File: src/rtl/branch_redirect_ctrl.sv
// branch_redirect_ctrl
//   Sequences PC redirection for the pipelined RV32I core. The EX-stage
//   branch/jump outcome and target are turned into registered PC-select,
//   target and flush signals. A misaligned target raises an
//   instruction-address-misaligned trap that is held until acknowledged.
//   Fetch policy is static not-taken, so every taken branch/jump costs one
//   redirect cycle.
//
// Ports
//   i_clk, i_rst         clock (rising edge), async active-high reset
//   i_stall              hazard stall; EX is not resolved while high
//   i_ex_valid           EX holds a real instruction
//   i_ex_branch/jump     EX instruction is a conditional branch / JAL(R)
//   i_ex_cond            branch condition result
//   i_ex_target          computed next PC
//   i_trap_ack           trap handler accepted the misalign exception
//   o_pc_sel/o_pc_target fetch redirect select and target
//   o_flush_if/id/ex     squash IF/ID, ID/EX, EX/MEM registers
//   o_misalign_exc       misalign trap pending
//   o_bad_addr           faulting target (mtval)
//
// Optional feature macro: BRANCH_PERF_EN
//   Adds o_cnt_branch, o_cnt_taken, o_cnt_trap performance counters.

module branch_redirect_ctrl #(
  parameter int unsigned WIDTH = 32
) (
  input  logic             i_clk,
  input  logic             i_rst,
  input  logic             i_stall,
  input  logic             i_ex_valid,
  input  logic             i_ex_branch,
  input  logic             i_ex_jump,
  input  logic             i_ex_cond,
  input  logic [WIDTH-1:0] i_ex_target,
  input  logic             i_trap_ack,
  output logic             o_pc_sel,
  output logic [WIDTH-1:0] o_pc_target,
  output logic             o_flush_if,
  output logic             o_flush_id,
  output logic             o_flush_ex,
  output logic             o_misalign_exc,
  output logic [WIDTH-1:0] o_bad_addr
`ifdef BRANCH_PERF_EN
  ,
  output logic [WIDTH-1:0] o_cnt_branch,
  output logic [WIDTH-1:0] o_cnt_taken,
  output logic [WIDTH-1:0] o_cnt_trap
`endif
);

  typedef enum logic [1:0] {
    IDLE     = 2'd0,
    REDIRECT = 2'd1,
    TRAP     = 2'd2
  } state_t;

  state_t           state_q, state_d;
  logic             pc_sel_q, pc_sel_d;
  logic [WIDTH-1:0] pc_target_q, pc_target_d;
  logic             flush_if_q, flush_if_d;
  logic             flush_id_q, flush_id_d;
  logic             flush_ex_q, flush_ex_d;
  logic             exc_q, exc_d;
  logic [WIDTH-1:0] bad_addr_q, bad_addr_d;

  logic resolve;
  logic take;
  logic misal;

  assign resolve = i_ex_valid & ~i_stall;
  assign take    = resolve & (i_ex_jump | (i_ex_branch & i_ex_cond));
  // Bit 0 should already be clear from the adder; an odd target is
  // misaligned as well, so either low bit raises the trap.
  assign misal   = i_ex_target[1] | i_ex_target[0];

  always_comb begin
    state_d     = state_q;
    pc_sel_d    = 1'b0;
    pc_target_d = pc_target_q;
    flush_if_d  = 1'b0;
    flush_id_d  = 1'b0;
    flush_ex_d  = 1'b0;
    exc_d       = 1'b0;
    bad_addr_d  = bad_addr_q;
    unique case (state_q)
      IDLE: begin
        if (take && !misal) begin
          state_d     = REDIRECT;
          pc_sel_d    = 1'b1;
          pc_target_d = i_ex_target;
          flush_if_d  = 1'b1;
          flush_id_d  = 1'b1;
          flush_ex_d  = 1'b1;
        end else if (take && misal) begin
          state_d    = TRAP;
          exc_d      = 1'b1;
          bad_addr_d = i_ex_target;
          flush_if_d = 1'b1;
          flush_id_d = 1'b1;
          flush_ex_d = 1'b1;
        end
      end
      // EX content in this cycle is wrong-path; stall does not extend it.
      REDIRECT: state_d = IDLE;
      TRAP: begin
        if (i_trap_ack) begin
          state_d = IDLE;
        end else begin
          exc_d      = 1'b1;
          flush_if_d = 1'b1;
          flush_id_d = 1'b1;
          flush_ex_d = 1'b1;
        end
      end
      default: state_d = IDLE;
    endcase
  end

  always_ff @(posedge i_clk or posedge i_rst) begin
    if (i_rst) begin
      state_q     <= IDLE;
      pc_sel_q    <= 1'b0;
      pc_target_q <= '0;
      flush_if_q  <= 1'b0;
      flush_id_q  <= 1'b0;
      flush_ex_q  <= 1'b0;
      exc_q       <= 1'b0;
      bad_addr_q  <= '0;
    end else begin
      state_q     <= state_d;
      pc_sel_q    <= pc_sel_d;
      pc_target_q <= pc_target_d;
      flush_if_q  <= flush_if_d;
      flush_id_q  <= flush_id_d;
      flush_ex_q  <= flush_ex_d;
      exc_q       <= exc_d;
      bad_addr_q  <= bad_addr_d;
    end
  end

  assign o_pc_sel       = pc_sel_q;
  assign o_pc_target    = pc_target_q;
  assign o_flush_if     = flush_if_q;
  assign o_flush_id     = flush_id_q;
  assign o_flush_ex     = flush_ex_q;
  assign o_misalign_exc = exc_q;
  assign o_bad_addr     = bad_addr_q;

`ifdef BRANCH_PERF_EN
  logic [WIDTH-1:0] cnt_branch_q, cnt_taken_q, cnt_trap_q;
  logic             count_en;

  assign count_en = (state_q == IDLE) & resolve;

  always_ff @(posedge i_clk or posedge i_rst) begin
    if (i_rst) begin
      cnt_branch_q <= '0;
      cnt_taken_q  <= '0;
      cnt_trap_q   <= '0;
    end else if (count_en) begin
      if (i_ex_branch || i_ex_jump) cnt_branch_q <= cnt_branch_q + WIDTH'(1);
      if (take && !misal)           cnt_taken_q  <= cnt_taken_q + WIDTH'(1);
      if (take && misal)            cnt_trap_q   <= cnt_trap_q + WIDTH'(1);
    end
  end

  assign o_cnt_branch = cnt_branch_q;
  assign o_cnt_taken  = cnt_taken_q;
  assign o_cnt_trap   = cnt_trap_q;
`endif

endmodule

File: config.mk
export PLATFORM = sky130hd
export DESIGN_NAME = branch_redirect_ctrl
export DESIGN_NICKNAME = d
export VERILOG_FILES = /design/src/rtl/branch_redirect_ctrl.sv
export SDC_FILE = /design/constraint.sdc
export NUM_CORES = 1
export LEC_CHECK = 0
export CAP_MARGIN = 20
export CORE_ASPECT_RATIO = 1.75
export CORE_MARGIN = 4
export CORE_UTILIZATION = 46
export DETAILED_ROUTE_END_ITERATION = 8
export PLACE_DENSITY = 0.84
export SYNTH_ARGS = -nofsm -noshare
export SYNTH_HDL_FRONTEND = slang
export SYNTH_SLANG_ARGS = --single-unit
export TNS_END_PERCENT = 50
File: constraint.sdc
create_clock -name i_clk -period 5.09 [get_ports i_clk]
set_input_delay 0.7635 -clock i_clk [delete_from_list [all_inputs] [get_ports i_clk]]
set_output_delay 0.7635 -clock i_clk [all_outputs]
set_load 0.03 [all_outputs]
==> out/results.txt, run 1 <==
R2R setup slack: 2.98 ns
Drt wl/cell: 17.48 um
CTS tree: done
Worst-path clk slew: 0.06 ns
Yosys reg bits: 69
DP Area: 3837 um2
YS warnings: 0
R2R depth: 3
Clock root buffer: clkbuf_8
Grt total ovfl: 0
DRC Markers: 0
Largest net degree at the start of global routing: 70
Register area share after synthesis: 63.10%
Cts bufs inserted: 9
Syn Std Cell Area: 2736 um2
Clk sinks: 69
Crit path launch type: input pin
Fill count: 419
Final setup TNS: 0 ns
First DRT Iteration DRCs: 90
Core Region: 5675 um2
Final hold vios: 0
Initial core utilization: 48.21%
Tmin final: 2.622 ns
CP max FO: 34
Fin crit share: 51.51%
Worst EP required: 5.30 ns
RSZ-0062 raised after global routing: no
Final net count: 309
Layout Skew: 0.01027 ns
Worst vdd ir: 0.0003988 V
Final core utilization: 71.85%
Ant. Diodes: 0
Post-CTS Hold Fix Bufs: 0
Power Dens Cells: 514.7 nW/um2
Critical Path AT: 2.83 ns
Synthesized net count: 197
Multi-input gate area: 915.9 um2
Total GRT Usage: 17.50%
Top FF cell, synth: dfrtp_1
Sequential cell area: 1727 um2
Routed wire length: 6117 um
Fin area: 4078 um2
Area delta synth->final: 49.02%
RePlAce Congestion: 0.7682
Leading area contributor after synthesis: dfrtp_1
Leakage: 1.883 nW
Avg Cell Area, Syn: 17.43 um2
Vias in the first global route: 1796
Top-area cell type share of the netlist area: 63.10%
Final setup vio count: 0
IO Pins: 109
Mapped Cells: 157
WHS Path Cells: 1
Hold Crit Class: flip-flop to flip-flop
Relative slew slack: 44.31%
Number of enable flip-flop cells after synthesis: 0
Port Buf Inserts: 108
Post-DP HPWL: 4416 um
Fraction of layout cells with a size suffix above 1: 28.47%
R2R Path End: o_pc_target[9]
Number of H-tree levels: 3
Die Height: 110.0 um
RR Startpoint: state_q[0]
Upper clock frequency limit: 381.4 MHz
Setup bufs post-CTS: 0
First-pass GRT wire length: 9218 um
Worst Hold End: o_pc_target[0]
Post-route ant nets: 0
Slew @ Worst Pin: 0.8354 ns
Number of gates resized after CTS: 0
Via density: 4.786
Vias: 1675
Full die area: 7295 um2
Status: finished clean
Die width: 66.30 um
CP Capture Type: flip-flop
Unique cell type count in the Yosys netlist: 17
Antenna violations before repair: 0
Row Count: 36
Asr flop ratio synth: 100.0%
Worst Setup Path Type: input pin to flip-flop
First-pass DRT Iterations: 4
Clock Latency Late Sink: 0.33 ns
Slew Viols, Final: 0
Max_cap viols: 0
CTS Buffer Depth: 2
Top cells by area, synth: dfrtp_1 63%, mux2_4 14%, mux2_2 13%
Hold Crit Start: o_pc_target[0]
-- worst max path at each step --
| stage | from | end | cells after the start |
|---|---|---|---|
| after floorplan | i_rst | o_bad_addr[0] | 1 |
| after global placement | i_stall | o_pc_target[13] | 4 |
| after detailed placement | i_stall | o_pc_target[12] | 4 |
| after CTS | i_stall | o_pc_target[9] | 4 |
| after global routing | i_stall | o_pc_target[9] | 4 |
| final | i_stall | o_pc_target[9] | 4 |
-- through the flow --
stage | hold WS (ns) | setup WS [ns] | power (W) | std cells
2_1_floorplan | 0.5719 | 2.587 | 0.001221 | 157
3_3_place_gp | 0.4707 | 2.147 | 0.001564 | 334
3_5_place_dp | 0.4785 | 2.095 | 0.001585 | 334
4_1_cts | 0.4950 | 2.466 | 0.002120 | 350
5_1_grt | 0.4996 | 2.349 | 0.002188 | 350
6_report | 0.4892 | 2.468 | 0.002099 | 350
-- routing by layer --
layer  GRT usage, %  up-vias  share of wire (%)
met3          4.767       15                4.5
met1          18.13      834                 35
met4          9.593        0                3.4
met5              0        -                  0
met2          31.20       58                 57
li1               -      768                  -
-- power breakdown --
part           internal [W]  leakage, nW  switching [W]
Clock              0.000339        0.121       0.000192
Combinational      0.000390        0.919       0.000415
Sequential         0.000686        0.843      0.0000768
Total               0.00142         1.88       0.000684
-- cell type report --
cell class                 instances  share of cell area, %
tap                               76                  2.332
inverter                           3                 0.2762
timing repair buffer             109                  26.70
multi-input combinational         77                  22.46
sequential                        69                  42.34
clock inverter                     4                  2.332
clock buffer                      12                  3.559
-- worst max-delay path, cell delays in order --
cell             delay [ns]
clkdlybuf4s50_1        0.45
nor4b_4                0.51
nand3_4                0.59
mux2_4                 0.49
-- state kept, by name (all words and copies together), names as in the netlist --
signal,flops
o_bad_addr,32
o_flush_ex,1
o_misalign_exc,1
o_pc_sel,1
o_pc_target,32
state_q,2
-- synthesized netlist by cell type (2+ instances only) --
cell	number
dfrtp_1	69
mux2_2	32
mux2_4	26
buf_6	6
nand2_1	4
and2_1	3
inv_1	3
a22o_1	2
buf_4	2
mux2_1	2
nand3_1	2
-- layout by cell type, fill, tap and decap left out, drive strengths merged, types with 2 or more instances in the layout --
| cell | n |
|---|---|
| a22o | 2 |
| dfrtp | 69 |
| mux2 | 60 |
| nand2 | 4 |
| clkbuf | 12 |
| bufinv | 3 |
| and2 | 3 |
| nand3 | 3 |
| clkdlybuf4s50 | 108 |
| inv | 3 |
-- cells by family after synthesis --
logic type / after synthesis / synth area share [%]
mux: 60 / 28.26
compound gates: 3 / 0.9147
buf+inv: 11 / 3.429
flops: 69 / 63.10
simple gates: 14 / 4.298
Power figures use the tool's default switching activity.
==> run 2: changes to the inputs <==
- CORE_UTILIZATION: 46 -> 39
- PLACE_DENSITY: 0.84 -> 0.76
- clock period: 5.09 -> 2.3 ns (I/O delays scaled with it)
==> run 2 against run 1 <==
  * Register-to-register slack got worse by 2.3 ns
  * Non-clock buffer count is 5 higher
  * Clock power rose to 2.5 times the previous value
  * Critical endpoint is now o_pc_target[2]
  * Largest cell class unchanged
==> out/results.txt, run 2 (synthesized netlist as in run 1, its figures left out) <==
Worst path bufs/invs: 1 (unchanged)
Die Height: 118.8 um (was 110.0 um)
Antenna violations before repair: 0 (unchanged)
Most frequent cells in the layout: 108 x clkdlybuf4s50_1, 69 x dfrtp_1, 32 x mux2_2 (unchanged)
Routed wire length: 6095 um (was 6117 um)
Post-DP HPWL: 4454 um (was 4416 um)
RePlAce Congestion: 0.7645 (was 0.7682)
Cts bufs inserted: 9 (unchanged)
First DRT Iteration DRCs: 107 (was 90)
Layout Cells excl Fill: 363 (was 350)
Critical Path AT: 1.38 ns (was 2.83 ns)
Core Region: 6857 um2 (was 5675 um2)
Full die area: 8474 um2 (was 7295 um2)
Drt wl/cell: 16.79 um (was 17.48 um)
Row Count: 40 (was 36)
Initial core utilization: 39.91% (was 48.21%)
CP cell instances: clkdlybuf4s50_1 (was clkdlybuf4s50_1 > nor4b_4 > nand3_4 > mux2_4)
Grt total ovfl: 0 (unchanged)
Pre-CTS setup slack: 0.3050 ns (was 2.095 ns)
Vias in the first global route: 1958 (was 1796)
CP Capture Type: output pin (was flip-flop)
Worst Setup Path Type: flip-flop to output pin (was input pin to flip-flop)
Via density: 4.661 (was 4.786)
Slew Viols, Final: 0 (unchanged)
Final setup vio count: 0 (unchanged)
Relative slew slack: 75.83% (was 44.31%)
Ant. Diodes: 0 (unchanged)
Power Dens Cells: 1138 nW/um2 (was 514.7 nW/um2)
Worst-path clk slew: 0.05 ns (was 0.06 ns)
Worst EP required: 1.96 ns (was 5.30 ns)
CTS tree: done (unchanged)
Crit path launch type: flip-flop (was input pin)
CTS Buffer Depth: 2 (unchanged)
First-pass DRT Iterations: 3 (was 4)
Layout Skew: 0.001410 ns (was 0.01027 ns)
Die width: 71.32 um (was 66.30 um)
Upper clock frequency limit: 580.4 MHz
Clock Latency Late Sink: 0.32 ns (was 0.33 ns)
First-pass GRT wire length: 10120 um (was 9218 um)
Leakage: 1.945 nW (was 1.883 nW)
Tmin final: 1.723 ns
Fin crit share: 74.91%
Port Buf Inserts: 108 (unchanged)
DRC Markers: 0 (unchanged)
Commonest non-fill, non-tap cell in the layout: clkdlybuf4s50_1 (unchanged)
Final hold vios: 0 (unchanged)
Largest net degree at the start of global routing: 40 (was 70)
Final core utilization: 61.59% (was 71.85%)
Total GRT Usage: 15.62% (was 17.50%)
Area delta synth->final: 54.32% (was 49.02%)
Hold Crit Class: input pin to asynchronous set/reset pin (was flip-flop to flip-flop)
Setup bufs post-CTS: 0 (unchanged)
Vias: 1692 (was 1675)
Cell family with most CP delay: buffers and inverters (was simple AND/OR/NAND/NOR gates)
Clk sinks: 69 (unchanged)
Highest-delay cell along the critical path: clkdlybuf4s50_1 (was nand3_4)
RSZ-0062 raised after global routing: no (unchanged)
Number of gates resized after CTS: 0 (unchanged)
Worst vdd ir: 0.0006184 V (was 0.0003988 V)
Clock root buffer: clkbuf_16 (was clkbuf_8)
Crit path largest cell delay: 0.71 ns (was 0.59 ns)
Post-route ant nets: 0 (unchanged)
Post-CTS Hold Fix Bufs: 0 (unchanged)
Number of H-tree levels: 3 (unchanged)
Post-route setup slack: 0.5771 ns (was 2.468 ns)
Fill count: 535 (was 419)
Status: finished clean (unchanged)
IO Pins: 109 (unchanged)
Final net count: 314 (was 309)
Final setup TNS: 0 ns (unchanged)
# placed instances: 347 (was 334)
Fraction of layout cells with a size suffix above 1: 28.67% (was 28.47%)
CP max FO: 2 (was 34)
Slew @ Worst Pin: 0.3614 ns (was 0.8354 ns)
Max_cap viols: 0 (unchanged)
==> run 2: cell types whose count changed in the layout (fill, tap and decap cells not counted) <==
cell | before | now
clkbuf_1 | 2 | 5
bufinv_16 | 3 | 1
buf_4 | 1 | 2
clkinv_2 | 1 | 0
clkbuf_16 | 0 | 9
buf_12 | 0 | 4
clkbuf_8 | 10 | 1
==> run 2: final cells by class <==
type                    count  area (um2)  area share [%]
well taps                  84       105.1           2.489
multi-input cells          77       915.9           21.69
clock inverters             1       30.03          0.7111
repair buffers            114        1176           27.85
inverters                   3       11.26          0.2667
clock buffers              15       257.7           6.104
flip-flops and latches     69        1727           40.89
==> run 2: worst reg2reg max path, stage by stage (launching register included) <==
cell and delay, ns:
dfrtp_1 0.41, nor4b_4 0.25, buf_4 0.19, nand3b_4 0.10, buf_4 0.19, mux2_1 0.33
==> run 2: per-layer routing <==
| layer | GRT usage [%] | wire length, um |
|---|---|---|
| met1 | 17.92 | 2285 |
| met2 | 26.56 | 3376 |
| met3 | 4.223 | 302 |
| met4 | 7.059 | 131 |
| met5 | 0 | 0 |
==> run 2: report_power, final <==
part / internal (W) / total (W) / leakage (nW) / switching [W]
Combinational: 0.000876 / 0.00179 / 0.964 / 0.000912
Clock: 0.000870 / 0.00133 / 0.138 / 0.000458
Sequential: 0.00152 / 0.00169 / 0.843 / 0.000170
==> run 2: path summary, 6_finish.rpt <==
check / startpoint / end / slack [ns] / depth (start not counted)
min in group i_clk: o_pc_target[0] / o_pc_target[0] / 0.48 / 1
setup reg to reg: state_q[0] / o_bad_addr[28] / 0.71 / 5
max in group asynchronous: i_rst / o_pc_target[15] / 1.69 / 3
setup / recovery: o_pc_target[2] / o_pc_target[2] / 0.58 / 1
hold / removal: i_rst / o_bad_addr[23] / 0.39 / 3
hold reg to reg: o_pc_target[0] / o_pc_target[0] / 0.48 / 1
==> run 2: metrics by stage <==
step / hold WS, ns / area (um2) / total power, W
3_5_place_dp: 0.4698 / 3935 / 0.003515
5_1_grt: 0.4080 / 4223 / 0.005024
4_1_cts: 0.3922 / 4223 / 0.004866
6_report: 0.3925 / 4223 / 0.004807
3_3_place_gp: 0.4711 / 3935 / 0.003480
2_1_floorplan: 0.4767 / 2736 / 0.002702
